$ cat config.mk
export PLATFORM = sky130hd
export DESIGN_NAME = cl_word_unpacker
export DESIGN_NICKNAME = d
export VERILOG_FILES = /design/src/rtl/cl_word_unpacker.sv
export SDC_FILE = /design/constraint.sdc
export NUM_CORES = 1
export LEC_CHECK = 0
export CAP_MARGIN = 30
export CELL_PAD_IN_SITES_DETAIL_PLACEMENT = 0
export CELL_PAD_IN_SITES_GLOBAL_PLACEMENT = 1
export CORE_AREA = 2 2 267 321
export CTS_CLUSTER_SIZE = 25
export DETAILED_ROUTE_END_ITERATION = 8
export DIE_AREA = 0 0 269 323
export PLACE_DENSITY_LB_ADDON = 0.1
export SLEW_MARGIN = 10
export SYNTH_ARGS = -nofsm -noshare
export SYNTH_HDL_FRONTEND = slang
export SYNTH_SLANG_ARGS = --single-unit
export TNS_END_PERCENT = 5
$ cat constraint.sdc
create_clock -name clk -period 2.37 [get_ports clk]
set_clock_uncertainty 0.05 [all_clocks]
set_input_delay 0.474 -clock clk [delete_from_list [all_inputs] [get_ports clk]]
set_output_delay 0.474 -clock clk [all_outputs]
set_load 0.03 [all_outputs]
$ cat src/rtl/cl_word_unpacker.sv
`default_nettype none
// ============================================================================
// Module   : cl_word_unpacker
// Purpose  : Pops cache lines and writes them out as words, least-significant
//            word first, stopping after a programmed word count per job.
// Revision : 1.0
// ============================================================================
module cl_word_unpacker #(
    parameter int LINE_WIDTH     = 512,
    parameter int WORD_WIDTH     = 32,
    parameter int WORDS_PER_LINE = LINE_WIDTH / WORD_WIDTH
) (
    input  logic                  clk,
    input  logic                  reset,
    input  logic                  start,
    input  logic [31:0]           num_words,
    input  logic                  line_tvalid,
    output logic                  line_tready,
    input  logic [LINE_WIDTH-1:0] line_tdata,
    output logic                  word_we,
    output logic [WORD_WIDTH-1:0] word_wdata,
    input  logic                  word_almostfull,
    output logic                  busy,
    output logic                  done,
    output logic [31:0]           words_emitted
);

    localparam int IDX_W = (WORDS_PER_LINE > 1) ? $clog2(WORDS_PER_LINE) : 1;
    localparam logic [IDX_W-1:0] C_LAST_IDX = IDX_W'(WORDS_PER_LINE - 1);

    typedef enum logic [1:0] {
        S_IDLE = 2'd0,
        S_LOAD = 2'd1,
        S_EMIT = 2'd2,
        S_DONE = 2'd3
    } state_t;

    state_t                  state_q, state_d;
    logic [LINE_WIDTH-1:0]   line_q, line_d;
    logic [IDX_W-1:0]        idx_q, idx_d;
    logic [31:0]             remaining_q, remaining_d;
    logic [31:0]             words_emitted_q, words_emitted_d;
    logic                    word_we_q, word_we_d;
    logic [WORD_WIDTH-1:0]   word_wdata_q, word_wdata_d;
    logic [WORD_WIDTH-1:0]   w_cur_word;
    logic                    w_line_hs;

    always_comb begin
        w_cur_word = '0;
        for (int k = 0; k < WORDS_PER_LINE; k++) begin
            if (idx_q == IDX_W'(k)) begin
                w_cur_word = line_q[k*WORD_WIDTH +: WORD_WIDTH];
            end
        end
    end

    assign w_line_hs = line_tvalid & line_tready;

    always_comb begin
        state_d         = state_q;
        line_d          = line_q;
        idx_d           = idx_q;
        remaining_d     = remaining_q;
        words_emitted_d = words_emitted_q;
        word_we_d       = 1'b0;
        word_wdata_d    = word_wdata_q;
        case (state_q)
            S_IDLE: begin
                if (start) begin
                    remaining_d     = num_words;
                    words_emitted_d = '0;
                    state_d         = (num_words == 32'd0) ? S_DONE : S_LOAD;
                end
            end
            S_LOAD: begin
                if (w_line_hs) begin
                    line_d  = line_tdata;
                    idx_d   = '0;
                    state_d = S_EMIT;
                end
            end
            S_EMIT: begin
                // Almostfull stalls emission; the registered write already in flight still lands.
                if (!word_almostfull) begin
                    word_we_d       = 1'b1;
                    word_wdata_d    = w_cur_word;
                    idx_d           = idx_q + 1'b1;
                    remaining_d     = remaining_q - 32'd1;
                    words_emitted_d = words_emitted_q + 32'd1;
                    if (remaining_q == 32'd1) begin
                        state_d = S_DONE;
                    end else if (idx_q == C_LAST_IDX) begin
                        state_d = S_LOAD;
                    end
                end
            end
            S_DONE: begin
                state_d = S_IDLE;
            end
            default: begin
                state_d = S_IDLE;
            end
        endcase
    end

    always_ff @(posedge clk) begin
        if (reset) begin
            state_q         <= S_IDLE;
            line_q          <= '0;
            idx_q           <= '0;
            remaining_q     <= '0;
            words_emitted_q <= '0;
            word_we_q       <= 1'b0;
            word_wdata_q    <= '0;
        end else begin
            state_q         <= state_d;
            line_q          <= line_d;
            idx_q           <= idx_d;
            remaining_q     <= remaining_d;
            words_emitted_q <= words_emitted_d;
            word_we_q       <= word_we_d;
            word_wdata_q    <= word_wdata_d;
        end
    end

    assign line_tready   = (state_q == S_LOAD);
    assign busy          = (state_q != S_IDLE);
    assign done          = (state_q == S_DONE);
    assign word_we       = word_we_q;
    assign word_wdata    = word_wdata_q;
    assign words_emitted = words_emitted_q;

endmodule
`default_nettype wire

==> results list <==
- Status: finished with violations
- The checks that failed: setup timing.
* Placed Cells incl. Taps: roughly 5,500
- The clock passes through at most 3 buffers.
- Detailed placement ended at an HPWL of 99,500 microns.
- Most frequent cells in the layout: nand2_1 (1,078), a21oi_1 (710), dfxtp_1 (612)
* P_leak: between 10 and 15 nW
- The tree built by TritonCTS fans out to just over 600 sinks.
- Along the worst path, the maximum fanout reaches 3.
- Worst Hold End: words_emitted[1]
* Initial detailed-routing violation count: 2,397
* DRC viols: 0
- Yosys mapped a number of flops with a built-in enable equal to 0.
- The routed design has between 100,000 and 150,000 microns of wire.
- CTS buffer count: 70
- TritonCTS built the clock tree.
* Internal portion of total power: slightly below 20 mW
- Area share of the leading cell type in the synthesized netlist: 44.8%
* Synthesized netlist net count: 4,280
- In the final timing run, aggregate negative setup slack is -0.0571 ns.
* Core box area: approximately 84,000 sq um
- In this run switching power makes up between 20% and 30% of total power.
- By startpoint and endpoint, the worst setup path is classified as flop to flop.
- Setup repair after global routing could not meet its margin everywhere.
- Of the total power, combinational logic draws between 10% and 20%.
* Sequential cell area: 12,300 sq um
* Max-slew violation count: 0
- The H-tree was split into 3 levels.
- VDD sags by at most ~0.51 mV.
- CP required: ~2.8 ns
* R2r startpoint: remaining_q[11]
* Yosys synthesis warning count: 0
- Fill cells in the final layout number around 8,600.
- Counting instances, the worst hold path has a depth of 2.
* Type of the most critical hold path: input pin to flop
- Total iterations of the first detailed-routing run: 5
* Multi-input combinational cell area: roughly 14,000 sq um
* Fmax: ~0.41 GHz
- In this run the critical register-to-register path is captured at remaining_q[17].
* Final period util: 102%
- Most area-consuming cells after synthesis: dfxtp_1 (45%), nand2_1 (15%), a21oi_1 (13%)
- Library cell used as clock root buffer: clkbuf_16
- The worst pin sits at a relative slew slack of a little over half.
* Number of antenna violations at the first check in global routing: 19
- Minimum hold slack: ~0.17 ns
* Die Footprint: a little under 90,000 sq um
* Die extent in y: 323 microns
- Insertion delay to the later sink of the worst-skew pair: between 0.6 and 0.7 ns
- Ys flop type: dfxtp_1
* Post-route cell area: ~40,000 sq um
* R2R depth: 6
- The analysis attributes to net switching a power of roughly 6.9 mW.
- Summed over all layers, the global routing overflow is 0.
- Using the TritonRoute via totals, the vias-per-cell ratio works out to around 5.2.
* RePlAce Congestion: 0.925
- In this run the tool buffered the top-level ports with 616 buffer cells.
- The worst setup path is launched from a flop.
- Global routing consumed, over all layers together, ~29% of the routing resources.
* Post-layout instance count excluding filler cells: approximately 5,600
- Reg-to-reg slack, setup: -0.05 ns
- Cell Rows: around 120
* Clock transition at path regs: ~0.06 ns
- The synthesized netlist occupies a cell area of ~27,000 sq um.
* Beginning of the worst hold path: reset
- Number of global-route vias before repair: approximately 28,000
- The smallest clock period supported by the final layout is computed as 2.42 ns.
- Worst path top cell family by delay: simple AND/OR/NAND/NOR gates
* Number of synthesized register bits: ~620
- At the pin with the least slew margin, the transition time is between 0.6 and 0.7 ns.
- For this design the ratio of total power to cell area is approximately 660 nW/um^2.
* First-pass GRT wire length: 184,000 microns
- Of all flip-flops after synthesis, the portion carrying an async set or reset was 0%.
* Maximum number of pins on one net before global-route repair: 84
- Critical path's largest stage delay: around 0.55 ns
- Number of instances in the synthesized netlist: about 3,700
- Placement Cell Area: around 37,000 sq um
- Across all setup checks in the final design, the least slack found is -0.0491 ns.
- Crit path cell chain: or4_4, buf_4, or3_4, or3_1, or3_1, a32o_1
- Post-synthesis to final-layout area growth: 45.3%
- Pre-CTS worst setup slack: -0.339 ns
* Post-synth cell types: 64
- Of the total power, registers draw a little over two fifths.
- The number of hold buffers added after CTS was 0.
- The share of total power dissipated in the clock network is a little over two fifths.
- Die width: 269 microns
- Synth Area per Inst: ~7.4 sq um
- Detailed routing inserted a total of 29,400 vias.
* Final #Nets: a little under 5,000
- Most common library cell in the layout ignoring fill and taps: nand2_1
* Starting Density: roughly a third
- Combined buffer and inverter count along the critical path: 1
- I/O pin count: slightly above 600
* Number of routed nets with antenna violations: 0
- Dividing the detail-routed wire length by the instance count gives ~23 microns.
* Setup violators final: 2
- Among all stages on the critical path, the largest delay is contributed by or4_4.
- Number of maximum-capacitance violations: 0
* Most area-hungry cell type in the Yosys netlist: dfxtp_1
- Fraction of final layout cells with drive strength greater than 1: 11.5%
- The count of endpoints failing hold in the final timing report was 0.
- STA classifies the critical path endpoint as a flop.
* Signal arrival time at the worst endpoint: about 2.9 ns
* Register area share after synthesis: 44.8%
- Among the stages of the critical path, the cell type that occurs most often is or3_1.
cell families (layout without fill, tap and decap cells):
group           after synthesis  count (layout)  share of synthesized area [%]
xor+xnor                     18              18                          0.574
other cells                   0              13                              0
flops                       615             615                           44.8
buf+inv                     407            1136                           5.57
compound gates             1167            1167                           25.1
fa+ha+maj                     7               7                          0.319
simple gates               1507            1507                           23.5
mux                           3               3                          0.109
cell usage after synthesis (3+ instances only):
master,count
nand2b_1,38
or2_2,6
or3_1,17
nand3_1,20
mux2i_1,3
nor4_1,20
nor2b_1,4
nand3b_1,35
clkbuf_1,297
o22ai_1,37
nor3_1,88
nand4_1,10
a31oi_1,5
inv_1,81
nor2_1,119
o31a_1,35
a211oi_1,41
nor3b_1,33
and3_1,8
xnor2_1,10
a21oi_1,711
a22oi_1,8
o31ai_1,7
o21ai_0,130
a221oi_1,35
o21a_1,3
a22o_1,32
xor2_1,8
nand2_1,1079
and4_1,8
buf_1,27
or4_1,10
o22a_1,30
a32o_1,5
ha_1,7
a311oi_1,3
dfxtp_1,615
o221ai_1,32
o2bb2ai_1,31
power groups by stage:
stage,combinational [mW],sequential (mW),clock [mW]
global placement,3.68,11.3,0
finish,3.73,11.1,11.6
CTS,3.70,11.1,11.8
floorplan,1.58,11.3,0
global route,4.01,11.2,12.2
detailed placement,3.68,11.4,0
flip-flops by register name, indices dropped and copies added, names as in the netlist:
name / count
line_q: 512
word_wdata: 32
remaining_q: 32
idx_q: 4
words_emitted: 32
word_we: 1
state_q: 2
timing repair:
action                                  4_1_cts  5_1_grt
pin swaps                                     1        8
resized for setup                            35       54
cloned                                        0        0
buffers inserted                              0        3
endpoints found under the setup margin       41       39
stage by stage:
step	power, mW	utilization, %
6_report	26.5	47.4
5_1_grt	27.4	47.4
4_1_cts	26.7	47.0
3_5_place_dp	15.0	44.0
3_3_place_gp	15.0	44.0
2_1_floorplan	12.8	-
area by class of cell:
type,count,area share (%)
repair buffers,927,23.6
flip-flops and latches,615,30.9
well taps,1130,3.54
inverters,81,0.762
clock buffers,103,5.29
clock inverters,25,0.797
multi-input cells,2702,35.1
diodes,13,0.0816
metal layers:
| metal | part of all wire (%) | vias up | track usage (%) | wire (microns) |
|---|---|---|---|---|
| met3 | 5.6 | 201 | 4.28 | 7320 |
| li1 | - | 14200 | - | - |
| met5 | 0.072 | - | 0 | 93 |
| met1 | 41 | 14000 | 35.3 | 53300 |
| met2 | 49 | 933 | 49.5 | 63600 |
| met4 | 4.3 | 14 | 12.9 | 5650 |
worst register-to-register path: stages (launching register included):
cell and delay (ns):
dfxtp_1 0.31, or4_4 0.55, buf_4 0.17, or3_4 0.32, or3_1 0.36, or3_1 0.31
a32o_1 0.25
worst max-delay path by stage:
| stage | startpoint | to | slack (ns) | cells after the start |
|---|---|---|---|---|
| finish | remaining_q[11] | remaining_q[17] | -0.05 | 6 |
| global route | remaining_q[11] | remaining_q[17] | -0.09 | 6 |
| CTS | idx_q[0] | word_wdata[8] | -0.14 | 8 |
| detailed placement | idx_q[0] | word_wdata[14] | -0.34 | 9 |
| global placement | idx_q[1] | word_wdata[10] | -0.31 | 9 |
| floorplan | remaining_q[9] | remaining_q[17] | -0.08 | 7 |
Note: power is estimated with default switching activity, not from simulation.
